$ cat config.mk
export PLATFORM = sky130hd
export DESIGN_NAME = load_store_unit
export DESIGN_NICKNAME = d
export VERILOG_FILES = /design/src/rtl/load_store_unit_pkg.sv /design/src/rtl/load_store_unit_extend.sv /design/src/rtl/load_store_unit.sv
export SDC_FILE = /design/constraint.sdc
export NUM_CORES = 1
export LEC_CHECK = 0
export CORE_ASPECT_RATIO = 0.9
export CORE_MARGIN = 10
export CORE_UTILIZATION = 48
export DETAILED_ROUTE_END_ITERATION = 12
export PLACE_DENSITY = 0.85
export SYNTH_ARGS = -nofsm -noshare
export SYNTH_HDL_FRONTEND = slang
export SYNTH_SLANG_ARGS = --single-unit
$ cat constraint.sdc
create_clock -name clk -period 4.7 [get_ports clk]
set_clock_uncertainty 0.05 [all_clocks]
set_input_delay 0.94 -clock clk [delete_from_list [all_inputs] [get_ports clk]]
set_output_delay 0.94 -clock clk [all_outputs]
set_load 0.03 [all_outputs]
$ cat src/rtl/load_store_unit_pkg.sv
// Shared width codes, FSM state type and store-lane helpers for the load/store unit.
package LOAD_STORE_FNS;

   localparam int unsigned XLEN = 32;
   localparam logic [XLEN-1:0] OUTPORT_ADDR = 32'hfffc;

   typedef enum logic [2:0] {
      BYTE   = 3'b000,
      HALF   = 3'b001,
      WORD   = 3'b010,
      BYTE_U = 3'b100,
      HALF_U = 3'b101
   } funct3_t;

   typedef enum logic [1:0] {
      IDLE = 2'd0,
      REQ  = 2'd1,
      WAIT = 2'd2,
      RESP = 2'd3
   } lsu_state_t;

   // Byte enables for an access of the given size (funct3[1:0]) at byte offset off.
   function automatic logic [3:0] store_be(input logic [1:0] size, input logic [1:0] off);
      case (size)
         2'b00:   return 4'b0001 << off;
         2'b01:   return off[1] ? 4'b1100 : 4'b0011;
         default: return 4'b1111;
      endcase
   endfunction

   // Replicate store data across all lanes so the byte enables pick the right one.
   function automatic logic [XLEN-1:0] store_lanes(input logic [1:0] size, input logic [XLEN-1:0] data);
      case (size)
         2'b00:   return {4{data[7:0]}};
         2'b01:   return {2{data[15:0]}};
         default: return data;
      endcase
   endfunction

endpackage

$ cat src/rtl/load_store_unit_extend.sv
// Extracts the addressed byte/half/word from a 32-bit word and sign/zero extends it.
module load_extend
   import LOAD_STORE_FNS::*;
(
   input  logic [31:0] word,
   input  logic [1:0]  offset,
   input  logic [2:0]  funct3,
   output logic [31:0] result
);

   logic [31:0] w_shifted;
   logic [15:0] w_half;

   assign w_shifted = word >> {offset, 3'b000};
   assign w_half    = offset[1] ? word[31:16] : word[15:0];

   always_comb begin
      result = word;
      case (funct3)
         BYTE:    result = {{24{w_shifted[7]}}, w_shifted[7:0]};
         BYTE_U:  result = {24'h0, w_shifted[7:0]};
         HALF:    result = {{16{w_half[15]}}, w_half};
         HALF_U:  result = {16'h0, w_half};
         default: result = word;
      endcase
   end

endmodule

$ cat src/rtl/load_store_unit.sv
// Data-memory stage: effective address, memory request/response handshake,
// byte-lane store formatting, load extension and the memory-mapped output port.
module load_store_unit
   import LOAD_STORE_FNS::*;
#(
   parameter logic [31:0] OUTPORT_ADDR  = LOAD_STORE_FNS::OUTPORT_ADDR,
   parameter logic [31:0] OUTPORT_RESET = 32'h0
) (
   input  logic        clk,
   input  logic        rst,
   input  logic        start,
   input  logic        is_load,
   input  logic        is_store,
   input  logic [2:0]  funct3,
   input  logic [31:0] rs1_val,
   input  logic [31:0] imm,
   input  logic [31:0] rs2_val,
   output logic        mem_req,
   output logic        mem_we,
   output logic [31:0] mem_addr,
   output logic [3:0]  mem_be,
   output logic [31:0] mem_wdata,
   input  logic        mem_ready,
   input  logic        mem_rvalid,
   input  logic [31:0] mem_rdata,
   output logic        busy,
   output logic        done,
   output logic [31:0] load_data,
   output logic        fault,
   output logic [31:0] outport
);

   lsu_state_t  r_state;
   logic        r_mem_req;
   logic        r_mem_we;
   logic [31:0] r_mem_addr;
   logic [3:0]  r_mem_be;
   logic [31:0] r_mem_wdata;
   logic        r_busy;
   logic        r_done;
   logic [31:0] r_load_data;
   logic        r_fault;
   logic [31:0] r_outport;
   logic [1:0]  r_offset;
   logic [2:0]  r_funct3;
   logic        r_is_load;

   logic [31:0] w_ea;
   logic        w_f3_ok;
   logic        w_illegal;
   logic        w_misaligned;
   logic        w_is_out;
   logic [3:0]  w_be;
   logic [31:0] w_lanes;
   logic [31:0] w_out_merged;
   logic [31:0] w_ext_word;
   logic [1:0]  w_ext_off;
   logic [2:0]  w_ext_f3;
   logic [31:0] w_ext;

   assign w_ea = rs1_val + imm;

   always_comb begin
      w_f3_ok = 1'b0;
      if (is_load)
         w_f3_ok = funct3 inside {BYTE, HALF, WORD, BYTE_U, HALF_U};
      else if (is_store)
         w_f3_ok = funct3 inside {BYTE, HALF, WORD};
   end

   assign w_illegal    = (is_load == is_store) || !w_f3_ok;
   assign w_misaligned = ((funct3[1:0] == 2'b01) && w_ea[0]) ||
                         ((funct3[1:0] == 2'b10) && (w_ea[1:0] != 2'b00));
   assign w_is_out     = (w_ea[31:2] == OUTPORT_ADDR[31:2]);
   assign w_be         = store_be(funct3[1:0], w_ea[1:0]);
   assign w_lanes      = store_lanes(funct3[1:0], rs2_val);

   always_comb begin
      w_out_merged = r_outport;
      for (int i = 0; i < 4; i++) begin
         if (w_be[i])
            w_out_merged[8*i +: 8] = w_lanes[8*i +: 8];
      end
   end

   // Outport loads resolve straight from IDLE; memory loads resolve in WAIT from latched fields.
   assign w_ext_word = (r_state == IDLE) ? r_outport  : mem_rdata;
   assign w_ext_off  = (r_state == IDLE) ? w_ea[1:0]  : r_offset;
   assign w_ext_f3   = (r_state == IDLE) ? funct3     : r_funct3;

   load_extend u_load_extend (
      .word   (w_ext_word),
      .offset (w_ext_off),
      .funct3 (w_ext_f3),
      .result (w_ext)
   );

   always_ff @(posedge clk) begin
      if (rst) begin
         r_state     <= IDLE;
         r_mem_req   <= 1'b0;
         r_mem_we    <= 1'b0;
         r_mem_addr  <= 32'h0;
         r_mem_be    <= 4'h0;
         r_mem_wdata <= 32'h0;
         r_busy      <= 1'b0;
         r_done      <= 1'b0;
         r_load_data <= 32'h0;
         r_fault     <= 1'b0;
         r_outport   <= OUTPORT_RESET;
         r_offset    <= 2'b00;
         r_funct3    <= 3'b000;
         r_is_load   <= 1'b0;
      end else begin
         case (r_state)
            IDLE: begin
               if (start) begin
                  r_offset  <= w_ea[1:0];
                  r_funct3  <= funct3;
                  r_is_load <= is_load;
                  r_busy    <= 1'b1;
                  if (w_illegal || w_misaligned) begin
                     r_state <= RESP;
                     r_done  <= 1'b1;
                     r_fault <= 1'b1;
                  end else if (w_is_out) begin
                     r_state <= RESP;
                     r_done  <= 1'b1;
                     r_fault <= 1'b0;
                     if (is_store)
                        r_outport <= w_out_merged;
                     else
                        r_load_data <= w_ext;
                  end else begin
                     r_state     <= REQ;
                     r_mem_req   <= 1'b1;
                     r_mem_we    <= is_store;
                     r_mem_addr  <= {w_ea[31:2], 2'b00};
                     r_mem_be    <= w_be;
                     r_mem_wdata <= w_lanes;
                  end
               end
            end
            REQ: begin
               if (mem_ready) begin
                  r_mem_req <= 1'b0;
                  if (r_is_load) begin
                     r_state <= WAIT;
                  end else begin
                     r_state <= RESP;
                     r_done  <= 1'b1;
                     r_fault <= 1'b0;
                  end
               end
            end
            WAIT: begin
               if (mem_rvalid) begin
                  r_load_data <= w_ext;
                  r_state     <= RESP;
                  r_done      <= 1'b1;
                  r_fault     <= 1'b0;
               end
            end
            RESP: begin
               r_state <= IDLE;
               r_done  <= 1'b0;
               r_fault <= 1'b0;
               r_busy  <= 1'b0;
            end
            default: r_state <= IDLE;
         endcase
      end
   end

   assign mem_req   = r_mem_req;
   assign mem_we    = r_mem_we;
   assign mem_addr  = r_mem_addr;
   assign mem_be    = r_mem_be;
   assign mem_wdata = r_mem_wdata;
   assign busy      = r_busy;
   assign done      = r_done;
   assign load_data = r_load_data;
   assign fault     = r_fault;
   assign outport   = r_outport;

endmodule

==> impl_results.rst, run 1 <==
.. list-table::
   :header-rows: 1

   * - Metric
     - Value
   * - Fraction of registers with async set or reset after synthesis
     - 0
   * - Routed length per instance
     - 22.2 um
   * - Largest fanout on the critical path
     - 34
   * - Number of different library cells in the post-synthesis netlist
     - 71
   * - R2r setup slk
     - 0.73 ns
   * - Die extent in x
     - 166 um
   * - Max-cap viol count
     - 0
   * - Top cells by instance count after synthesis
     - sky130_fd_sc_hd__a21oi_1 (149), sky130_fd_sc_hd__dfxtp_1 (143), sky130_fd_sc_hd__nand2_1 (91)
   * - Element type at the critical path start
     - input pin
   * - Placeable core region
     - 18600 um2
   * - Layout-stage area growth over the synthesis result
     - 43.9%
   * - Clock root buffer
     - sky130_fd_sc_hd__clkbuf_16
   * - Die Outline Area
     - 25000 um2
   * - Arrival time reported for the critical path endpoint
     - 4.74 ns
   * - Worst relative slew slack
     - 0.230
   * - Setup repair after global routing missed its margin
     - false
   * - Seq cells post-synth
     - 143
   * - Clock tree sinks
     - 143
   * - Post-Route WL
     - 37.3 mm
   * - Violation count after the first detailed-route iteration
     - 1267
   * - Overflow left after global routing
     - 0
   * - Clock buffers created by TritonCTS
     - 17
   * - Number of nets still failing antenna checks after routing
     - 0
   * - VDD IR max
     - 0.194 mV
   * - Yosys top cell by area
     - sky130_fd_sc_hd__dfxtp_1
   * - Number of enable flip-flop cells after synthesis
     - 0
   * - Number of filler instances in the final layout
     - 1403
   * - Vias
     - 10740
   * - Total power divided by cell area
     - 372 nW/um2
   * - Worst r2r path cells
     - 12
   * - Post-layout total power
     - 4.90 mW
   * - Remaining design rule violation count
     - 0
   * - Initial antenna violation count
     - 5
   * - Nets@finish
     - 1596
   * - # IOs
     - 275
   * - Most instantiated library cell after synthesis
     - sky130_fd_sc_hd__a21oi_1
   * - Number of buffers added on ports
     - 272
   * - Starting utilization of the core area
     - 0.493
   * - Portion of the clock cycle consumed by the worst path in the final layout
     - 0.962
   * - Required time at the worst-slack endpoint
     - 4.92 ns
   * - Number of optimization iterations in the first detailed-route pass
     - 6
   * - # rows
     - 47
   * - Most area-consuming cells after synthesis
     - sky130_fd_sc_hd__dfxtp_1 (31%), sky130_fd_sc_hd__a21oi_1 (8.1%), sky130_fd_sc_hd__mux2_2 (7.0%)
   * - Kind of capture point of the worst setup path
     - register
   * - Mean Syn Cell Area
     - 8.00 um2
   * - Maximum clock frequency
     - 221 MHz
   * - Global router's overall resource usage
     - 0.283
   * - Dominant register cell in the synthesized netlist
     - sky130_fd_sc_hd__dfxtp_1
   * - Crit path time final
     - 4.52 ns
   * - Final Wtd Congestion
     - 0.985
   * - Fraction of layout cells with a size suffix above 1
     - 0.135
   * - Later-pin clock latency in the skew report
     - 0.43 ns
   * - Setup CP Type
     - input pin to register
   * - Via count of the first global-routing pass
     - 10291
   * - Via-to-Cell Ratio
     - 6.39
   * - Result of the run
     - finished, final reports clean
   * - Leakage power figure
     - 4.79 nW
   * - Number of pins with negative max-slew slack in the final report
     - 0
   * - Worst setup timing slack at the placement stage
     - -0.273 ns
   * - Depth of the worst hold-timing path
     - 2
   * - Yosys warning count
     - 0
   * - Cells after Synth
     - 1144
   * - Type of the worst min-delay path
     - register to register
   * - Maximum level of the CTS H-tree
     - 4
   * - Hold bufs inserted after CTS
     - 0
   * - Max Buffers Root-to-Sink
     - 2
   * - Yosys top cell area share
     - 0.313
   * - Chip height
     - 151 um
   * - Final hold violation count
     - 0
   * - CTS tree
     - built
   * - CTS clock-pin slew for the worst setup and hold paths
     - 0.06 ns
   * - Share of synthesized area occupied by flip-flops and latches
     - 0.313
   * - Placed wire-length estimate after detailed placement
     - 28.3 mm
   * - Global-route wire length before repair
     - 56.8 mm
   * - Slew at the pin with the worst max-slew slack
     - 1.15 ns
   * - Final critical-path setup slack
     - 0.179 ns
   * - Pin count of the biggest net entering global routing
     - 89
   * - Final setup violation count
     - 0
   * - Synthesized area
     - 9160 um2
metrics by stage:
| stage | hold WS [ns] | TNS (ns) | std cells | utilization | area [um2] |
|---|---|---|---|---|---|
| final | 0.424 | 0 | 1682 | 0.709 | 13200 |
| after global routing | 0.443 | 0 | 1682 | 0.709 | 13200 |
| after CTS | 0.416 | 0 | 1678 | 0.707 | 13100 |
| after detailed placement | 0.408 | -19.79 | 1646 | 0.671 | 12500 |
| after global placement | 0.391 | -4.04 | 1646 | 0.671 | 12500 |
| after floorplan | 0.384 | 0 | 1145 | - | 9160 |
repair_timing:
action / 4_1_cts / 5_1_grt
setup endpoints to repair: 0 / 129
resized for setup: 0 / 3
buffers inserted: 0 / 1
state kept, by name (all words and copies together) (netlist names), 2 cells and up:
register	count
r_state	2
outport	32
r_offset	2
load_data	32
r_funct3	3
mem_be	4
mem_wdata	32
mem_addr	30
cell families after synthesis:
| family | synth area share |
|---|---|
| DFF | 0.313 |
| muxes | 0.112 |
| other | 0.000409 |
| xor gates and xnor gates | 0.0191 |
| AOI/OAI and AO/OA | 0.287 |
| and+or+nand+nor | 0.166 |
| adders and majority gates | 0.0514 |
| buffers and inverters | 0.0516 |
path summary, 6_finish.rpt:
| check | to | from |
|---|---|---|
| worst max-delay path | outport[12]$_SDFFE_PP0P_ | imm[8] |
| worst min-delay path | mem_wdata[25]$_SDFFE_PP0P_ | mem_wdata[25]$_SDFFE_PP0P_ |
| worst max register to register | load_data[24]$_SDFFE_PP0P_ | r_state[0]$_SDFFE_PP0P_ |
| worst min register to register | mem_wdata[25]$_SDFFE_PP0P_ | mem_wdata[25]$_SDFFE_PP0P_ |
report_power, final:
part / switching, mW / leakage, nW / internal, mW
clock: 0.557 / 0.319 / 0.966
combinational: 1.13 / 3.31 / 0.838
sequential: 0.0890 / 1.16 / 1.32
area by class of cell:
class	count	area, um2	share of cell area
clock inverters	14	226	0.0172
repair buffers	355	3390	0.258
multi-input cells	884	5870	0.445
inverters	20	75.1	0.00570
flip-flops and latches	143	2860	0.217
well taps	245	307	0.0233
diodes	3	7.51	0.000570
clock buffers	18	439	0.0333
metal layers:
metal	wire, um	share of wire	vias to the layer above	GRT usage
li1	-	-	4856	-
met1	14100	0.38	5020	0.349
met2	16900	0.45	738	0.448
met4	1580	0.042	4	0.128
met3	4650	0.12	122	0.0839
met5	24	0.00064	-	0
placed cells by master (no fill, tap or decap), drive strengths merged, types with 4 or more instances in the layout:
master	instances
nor3	54
nor2b	6
o21bai	5
buf	84
dfxtp	143
a21oi	151
nand4	10
nor2	39
and3	6
or3	9
a21o	7
o21ai	105
clkbuf	18
nand3	60
a31oi	6
a211oi	80
mux2	57
o21a	4
xor2	8
xnor2	12
nand2	92
nor4	5
and4	5
ha	36
o211a	6
bufinv	5
inv	25
a221oi	8
a222oi	7
nand2b	5
mux2i	38
clkdlybuf4s50	271
a21boi	8
o211ai	7
critical path: stages:
cell and delay, ns:
sky130_fd_sc_hd__clkdlybuf4s50_1 0.42, sky130_fd_sc_hd__ha_1 0.32, sky130_fd_sc_hd__buf_4 0.15, sky130_fd_sc_hd__buf_4 0.14, sky130_fd_sc_hd__and3_1 0.17, sky130_fd_sc_hd__and4_1 0.21
sky130_fd_sc_hd__o21ai_1 0.28, sky130_fd_sc_hd__and3_1 0.30, sky130_fd_sc_hd__a21boi_1 0.10, sky130_fd_sc_hd__a2111oi_0 0.43, sky130_fd_sc_hd__and4_1 0.29, sky130_fd_sc_hd__nand4b_1 0.29
sky130_fd_sc_hd__buf_4 0.37, sky130_fd_sc_hd__o21ai_0 0.24, sky130_fd_sc_hd__a21oi_1 0.09
Note: power is estimated with default switching activity, not from simulation.
==> run 2, diff against run 1 <==
GPL_ROUTABILITY_DRIVEN = 0   (was default)
HOLD_SLACK_MARGIN = 0.05   (was default)
==> run 2 against run 1 <==
Clock power shrank 13%. Via count shrank 0.73%. Flip-flop and latch count is the same. Sequential power is essentially flat. Worst setup slack gained 0.023 ns. Die area is the same. Register-to-register slack lost 0.08 ns. Critical path depth is the same. Total power shrank 4.3%. Design area shrank 0.99%. Worst hold slack lost 0.012 ns. Combinational power is essentially flat. Largest cell class unchanged.
==> impl_results.rst, run 2 (synthesized netlist as in run 1, its figures left out) <==
.. list-table::
   :header-rows: 1

   * - Metric
     - Value
   * - Result of the run
     - finished, final reports clean
   * - Chip height
     - 151 um
   * - Violation count after the first detailed-route iteration
     - 1214
   * - Slew at the pin with the worst max-slew slack
     - 1.08 ns
   * - Maximum clock frequency
     - 222 MHz
   * - Type of the worst min-delay path
     - register to register
   * - Required time at the worst-slack endpoint
     - 4.98 ns
   * - R2r endpoint
     - load_data[18]$_SDFFE_PP0P_
   * - Number of nets still failing antenna checks after routing
     - 0
   * - Nets@finish
     - 1588
   * - Crit path time final
     - 4.50 ns
   * - Post-Route WL
     - 37.1 mm
   * - Overflow left after global routing
     - 0
   * - Maximum level of the CTS H-tree
     - 4
   * - Setup repair after global routing missed its margin
     - false
   * - Pin count of the biggest net entering global routing
     - 69
   * - Fraction of layout cells with a size suffix above 1
     - 0.130
   * - Startpoint of the worst hold path
     - r_funct3[2]$_SDFFE_PP0P_
   * - VDD IR max
     - 0.233 mV
   * - Placed wire-length estimate after detailed placement
     - 27.9 mm
   * - Proportion of power drawn by flip-flops and latches
     - 0.301
   * - Leading cell types in the layout, fill and taps excluded
     - sky130_fd_sc_hd__clkdlybuf4s50_1 (271), sky130_fd_sc_hd__a21oi_1 (149), sky130_fd_sc_hd__dfxtp_1 (143)
   * - Layout Cells excl Fill
     - 1677
   * - Total power divided by cell area
     - 359 nW/um2
   * - Hold bufs inserted after CTS
     - 0
   * - Number of cells in the design after placement
     - 1639
   * - Final setup violation count
     - 0
   * - Vias
     - 10662
   * - Number of filler instances in the final layout
     - 1429
   * - Internal power summed over all cells
     - 2.95 mW
   * - Combinational group share of total power
     - 0.416
   * - Leakage power figure
     - 4.72 nW
   * - Number of optimization iterations in the first detailed-route pass
     - 6
   * - CTS clock-pin slew for the worst setup and hold paths
     - 0.06 ns
   * - Setup CP Type
     - input pin to register
   * - Final hold violation count
     - 0
   * - Remaining design rule violation count
     - 0
   * - Routed length per instance
     - 22.1 um
   * - Fraction of power consumed by the clock network
     - 0.283
   * - Largest fanout on the critical path
     - 21
   * - Most common cell after layout, fill and taps aside
     - sky130_fd_sc_hd__clkdlybuf4s50_1
   * - Die extent in x
     - 166 um
   * - Clock root buffer
     - sky130_fd_sc_hd__clkbuf_16
   * - Post-layout total power
     - 4.69 mW
   * - Initial antenna violation count
     - 7
   * - Clock buffers created by TritonCTS
     - 17
   * - Later-pin clock latency in the skew report
     - 0.43 ns
   * - Die Outline Area
     - 25000 um2
   * - Number of pins with negative max-slew slack in the final report
     - 0
   * - Starting utilization of the core area
     - 0.493
   * - Worst setup startpoint
     - rs1_val[0]
   * - Via count of the first global-routing pass
     - 10062
   * - Switching power
     - 1.74 mW
   * - Element type at the critical path start
     - input pin
   * - Placeable core region
     - 18600 um2
   * - Kind of capture point of the worst setup path
     - register
   * - Worst r2r path cells
     - 12
   * - R2r setup slk
     - 0.65 ns
   * - Max Buffers Root-to-Sink
     - 2
   * - Portion of the clock cycle consumed by the worst path in the final layout
     - 0.957
   * - Arrival time reported for the critical path endpoint
     - 4.78 ns
   * - # rows
     - 47
   * - # IOs
     - 275
   * - Global-route wire length before repair
     - 56.3 mm
   * - CTS tree
     - built
   * - Worst relative slew slack
     - 0.275
   * - Capture endpoint of the worst hold path
     - r_funct3[2]$_SDFFE_PP0P_
   * - Switching fraction of total power
     - 0.372
   * - Layout-stage area growth over the synthesis result
     - 42.5%
   * - Max-cap viol count
     - 0
   * - Global router's overall resource usage
     - 0.282
   * - Via-to-Cell Ratio
     - 6.36
   * - Clock tree sinks
     - 143
   * - Number of buffers added on ports
     - 272
   * - Critical register-to-register path startpoint
     - r_state[0]$_SDFFE_PP0P_
   * - Depth of the worst hold-timing path
     - 2
## run 2: cell count changes in the layout (fill, tap and decap cells not counted)
cell | before | now
sky130_fd_sc_hd__diode_2 | 3 | 6
sky130_fd_sc_hd__a21boi_1 | 2 | 1
sky130_fd_sc_hd__inv_6 | 5 | 0
sky130_fd_sc_hd__clkbuf_1 | 0 | 1
sky130_fd_sc_hd__clkbuf_8 | 1 | 5
sky130_fd_sc_hd__buf_4 | 80 | 71
sky130_fd_sc_hd__clkinv_2 | 0 | 4
sky130_fd_sc_hd__bufinv_16 | 5 | 1
sky130_fd_sc_hd__buf_6 | 0 | 1
sky130_fd_sc_hd__a21boi_2 | 1 | 2
## run 2: worst max path at each step
stage                                             to  slack (ns)
after CTS                  mem_addr[31]$_SDFFE_PP0P_        0.14
after global placement     mem_addr[12]$_SDFFE_PP0P_       -0.15
after detailed placement  mem_wdata[16]$_SDFFE_PP0P_       -0.22
after floorplan             outport[24]$_SDFFE_PP0P_        0.53
after global routing        outport[24]$_SDFFE_PP0P_        0.04
final                      load_data[6]$_SDFFE_PP0P_        0.20
## run 2: metrics by stage
stage                     utilization  worst slack [ns]  hold slack (ns)  TNS [ns]  instance area, um2
after floorplan                     -             0.534            0.384         0                9160
after global routing            0.702            0.0405            0.438         0               13000
after detailed placement        0.669            -0.224            0.404    -15.06               12400
after CTS                       0.700             0.144            0.413         0               13000
final                           0.702             0.202            0.412         0               13000
after global placement          0.669            -0.148            0.391     -8.30               12400
## run 2: area by class of cell
class / instances / area, um2 / share of cell area
multi-input combinational: 884 / 5870 / 0.450
tap: 245 / 307 / 0.0235
inverter: 20 / 75.1 / 0.00575
clock inverter: 9 / 82.6 / 0.00633
antenna: 6 / 15.0 / 0.00115
sequential: 143 / 2860 / 0.219
timing repair buffer: 347 / 3340 / 0.256
clock buffer: 23 / 498 / 0.0382
## run 2: power by group through the flow
stage	sequential [mW]	clock (mW)	combinational [mW]
global placement	1.43	0	1.85
CTS	1.41	1.32	1.91
detailed placement	1.43	0	1.89
finish	1.41	1.33	1.95
floorplan	1.59	0	1.05
global route	1.42	1.38	2.08
## run 2: worst max-delay path, cell delays in order
cell                              delay, ns
sky130_fd_sc_hd__clkdlybuf4s50_1       0.47
sky130_fd_sc_hd__ha_1                  0.17
sky130_fd_sc_hd__inv_1                 0.06
sky130_fd_sc_hd__fa_1                  0.37
sky130_fd_sc_hd__nand2b_1              0.21
sky130_fd_sc_hd__a21o_1                0.23
sky130_fd_sc_hd__a21boi_2              0.25
sky130_fd_sc_hd__o2111ai_1             0.15
sky130_fd_sc_hd__a21boi_1              0.17
sky130_fd_sc_hd__a2111oi_0             0.37
sky130_fd_sc_hd__and4_1                0.28
sky130_fd_sc_hd__and4b_4               0.36
sky130_fd_sc_hd__buf_4                 0.29
sky130_fd_sc_hd__a211oi_1              0.13
sky130_fd_sc_hd__a211oi_1              0.29
## run 2: repair_timing
item                                    CTS  global route
resized for setup                         0             5
endpoints found under the setup margin    0           111
buffers inserted                          0             0
## run 2: per-layer routing
layer	global-route usage	vias up	wire (um)
met5	0	-	0
met4	0.139	0	1610
met3	0.0814	113	4410
met2	0.433	726	16800
met1	0.354	4981	14300
li1	-	4842	-
==> run 3, diff against run 2 <==
CORE_MARGIN = 2   (was 10)
==> run 3 against run 2 <==
Via count grew 2.4%. Final cell count is the same. Die area shrank 19%. Critical endpoint is now load_data[14]$_SDFFE_PP0P_. Worst hold slack lost 0.0018 ns. Design area grew 0.86%. Core utilization grew 0.83 points. Fmax shrank 0.37%. Highest routed layer unchanged. Count of clock-buffer cells in the layout shrank 4. Largest power group unchanged.
==> impl_results.rst, run 3 (synthesized netlist as in run 1, its figures left out) <==
.. list-table::
   :header-rows: 1

   * - Metric
     - Value
   * - # IOs
     - 275
   * - Clock buffers created by TritonCTS
     - 17
   * - Number of pins with negative max-slew slack in the final report
     - 0
   * - Crit path time final
     - 4.51 ns
   * - Total power divided by cell area
     - 360 nW/um2
   * - Element type at the critical path start
     - input pin
   * - Layout-stage area growth over the synthesis result
     - 43.7%
   * - Most common cell after layout, fill and taps aside
     - sky130_fd_sc_hd__clkdlybuf4s50_1
   * - Sequence of cells on the critical path
     - clkdlybuf4s50_1 -> ha_1 -> inv_1 -> fa_1 -> nand2b_2 -> a21o_1 -> a21boi_1 -> o2111ai_1 -> a21boi_1 -> a2111oi_0 -> and4_1 -> and4b_4 -> buf_4 -> a211oi_1 -> a211oi_1
   * - Type of the worst min-delay path
     - register to register
   * - Maximum level of the CTS H-tree
     - 4
   * - CTS tree
     - built
   * - Required time at the worst-slack endpoint
     - 4.98 ns
   * - Final instance area
     - 13200 um2
   * - Leakage power figure
     - 4.75 nW
   * - Starting utilization of the core area
     - 0.494
   * - Slowest stage delay, CP
     - 0.47 ns
   * - Fraction of layout cells with a size suffix above 1
     - 0.135
   * - Vias
     - 10922
   * - Chip height
     - 135 um
   * - Top delay family on crit path
     - compound AO/OA/AOI/OAI gates
   * - Worst relative slew slack
     - 0.391
   * - Clock root buffer
     - sky130_fd_sc_hd__clkbuf_16
   * - CP Buf/Inv Count
     - 3
   * - Setup CP Type
     - input pin to register
   * - Sum of negative setup slack
     - 0 ns
   * - Die extent in x
     - 150 um
   * - Die Outline Area
     - 20200 um2
   * - Clock tree sinks
     - 143
   * - Via count of the first global-routing pass
     - 9911
   * - Setup repair after global routing missed its margin
     - false
   * - VDD IR max
     - 0.256 mV
   * - Pin count of the biggest net entering global routing
     - 80
   * - Violation count after the first detailed-route iteration
     - 1590
   * - Arrival time reported for the critical path endpoint
     - 4.80 ns
   * - Via-to-Cell Ratio
     - 6.51
   * - Overflow left after global routing
     - 0
   * - # rows
     - 47
   * - Hold Worst Slack
     - 0.410 ns
   * - Final setup violation count
     - 0
   * - Maximum clock frequency
     - 222 MHz
   * - Max stage delay cell, worst path
     - sky130_fd_sc_hd__clkdlybuf4s50_1
   * - Later-pin clock latency in the skew report
     - 0.43 ns
   * - Post-placement cell area
     - 12500 um2
   * - Final core area utilization
     - 0.710
   * - CTS clock-pin slew for the worst setup and hold paths
     - 0.06 ns
   * - Worst setup startpoint
     - imm[0]
   * - Hold bufs inserted after CTS
     - 0
   * - Placed wire-length estimate after detailed placement
     - 26.0 mm
   * - Post-Route WL
     - 35.5 mm
   * - Startpoint of the worst hold path
     - mem_wdata[31]$_SDFFE_PP0P_
   * - Number of optimization iterations in the first detailed-route pass
     - 8
   * - Largest fanout on the critical path
     - 21
   * - Routed length per instance
     - 21.2 um
   * - Nets@finish
     - 1592
   * - Final hold violation count
     - 0
   * - Kind of capture point of the worst setup path
     - register
   * - Remaining design rule violation count
     - 0
   * - Number of filler instances in the final layout
     - 1396
   * - Global router's overall resource usage
     - 0.339
   * - Portion of the clock cycle consumed by the worst path in the final layout
     - 0.961
   * - Result of the run
     - finished, final reports clean
   * - Placeable core region
     - 18500 um2
   * - Number of buffers added on ports
     - 272
   * - Initial antenna violation count
     - 3
   * - Global-route wire length before repair
     - 53.9 mm
   * - Critical register-to-register path startpoint
     - r_state[0]$_SDFFE_PP0P_
   * - Leading cell types in the layout, fill and taps excluded
     - sky130_fd_sc_hd__clkdlybuf4s50_1 (271), sky130_fd_sc_hd__a21oi_1 (147), sky130_fd_sc_hd__dfxtp_1 (143)
   * - Max Buffers Root-to-Sink
     - 2
   * - Max-cap viol count
     - 0
   * - Number of nets still failing antenna checks after routing
     - 0
   * - Slew at the pin with the worst max-slew slack
     - 0.912 ns
## run 3: where the power goes
part / switching (mW) / internal (mW) / leakage [nW]
Clock: 0.544 / 0.795 / 0.279
Combinational: 1.15 / 0.833 / 3.31
Sequential: 0.0896 / 1.32 / 1.16
## run 3: final cells by class
type / instances / area (um2) / area share
Inverter: 20 / 75.1 / 0.00571
Clock buffer: 19 / 443 / 0.0337
Timing Repair Buffer: 351 / 3420 / 0.260
Multi-Input combinational cell: 884 / 5910 / 0.449
Tap cell: 245 / 307 / 0.0233
Sequential cell: 143 / 2860 / 0.218
Clock inverter: 12 / 138 / 0.0105
Antenna cell: 3 / 7.51 / 0.000571
## run 3: timing repair
action | CTS | global route
endpoints found under the setup margin | 0 | 66
hold endpoints to repair | 0 | 0
buffers inserted | 0 | 1
gates resized for setup | 0 | 13
## run 3: worst reg2reg max path, cell delays in order (launching register included)
cell and delay, ns:
sky130_fd_sc_hd__dfxtp_1 0.32, sky130_fd_sc_hd__inv_1 0.16, sky130_fd_sc_hd__ha_2 0.61, sky130_fd_sc_hd__buf_4 0.51, sky130_fd_sc_hd__a21oi_1 0.20, sky130_fd_sc_hd__a2bb2o_1 0.29
sky130_fd_sc_hd__nand2_1 0.07, sky130_fd_sc_hd__nor3_1 0.23, sky130_fd_sc_hd__a21oi_1 0.10, sky130_fd_sc_hd__nor2_2 0.58, sky130_fd_sc_hd__a21oi_1 0.19, sky130_fd_sc_hd__a211oi_2 0.31
## run 3: worst paths after layout
kind	to	cells after the start	slack, ns
worst max-delay path	load_data[14]$_SDFFE_PP0P_	15	0.19
worst min-delay path	mem_wdata[31]$_SDFFE_PP0P_	2	0.41
worst max register to register	load_data[20]$_SDFFE_PP0P_	11	0.99
worst min register to register	mem_wdata[31]$_SDFFE_PP0P_	2	0.41
## run 3: metal layers
metal | part of all wire | track usage | vias to the layer above | routed length (um)
met1 | 0.38 | 0.435 | 5109 | 13500
met2 | 0.45 | 0.528 | 825 | 15900
met3 | 0.12 | 0.0858 | 144 | 4420
li1 | - | - | 4844 | -
met4 | 0.050 | 0.176 | 0 | 1790
met5 | 0 | 0 | - | 0
## run 3: metrics by stage
step / power [mW] / cells / setup slack [ns]
2_1_floorplan: 2.63 / 1145 / 0.534
3_3_place_gp: 3.28 / 1642 / -0.0927
3_5_place_dp: 3.31 / 1642 / -0.222
4_1_cts: 4.65 / 1673 / 0.124
5_1_grt: 4.90 / 1677 / 0.0177
6_report: 4.73 / 1677 / 0.185
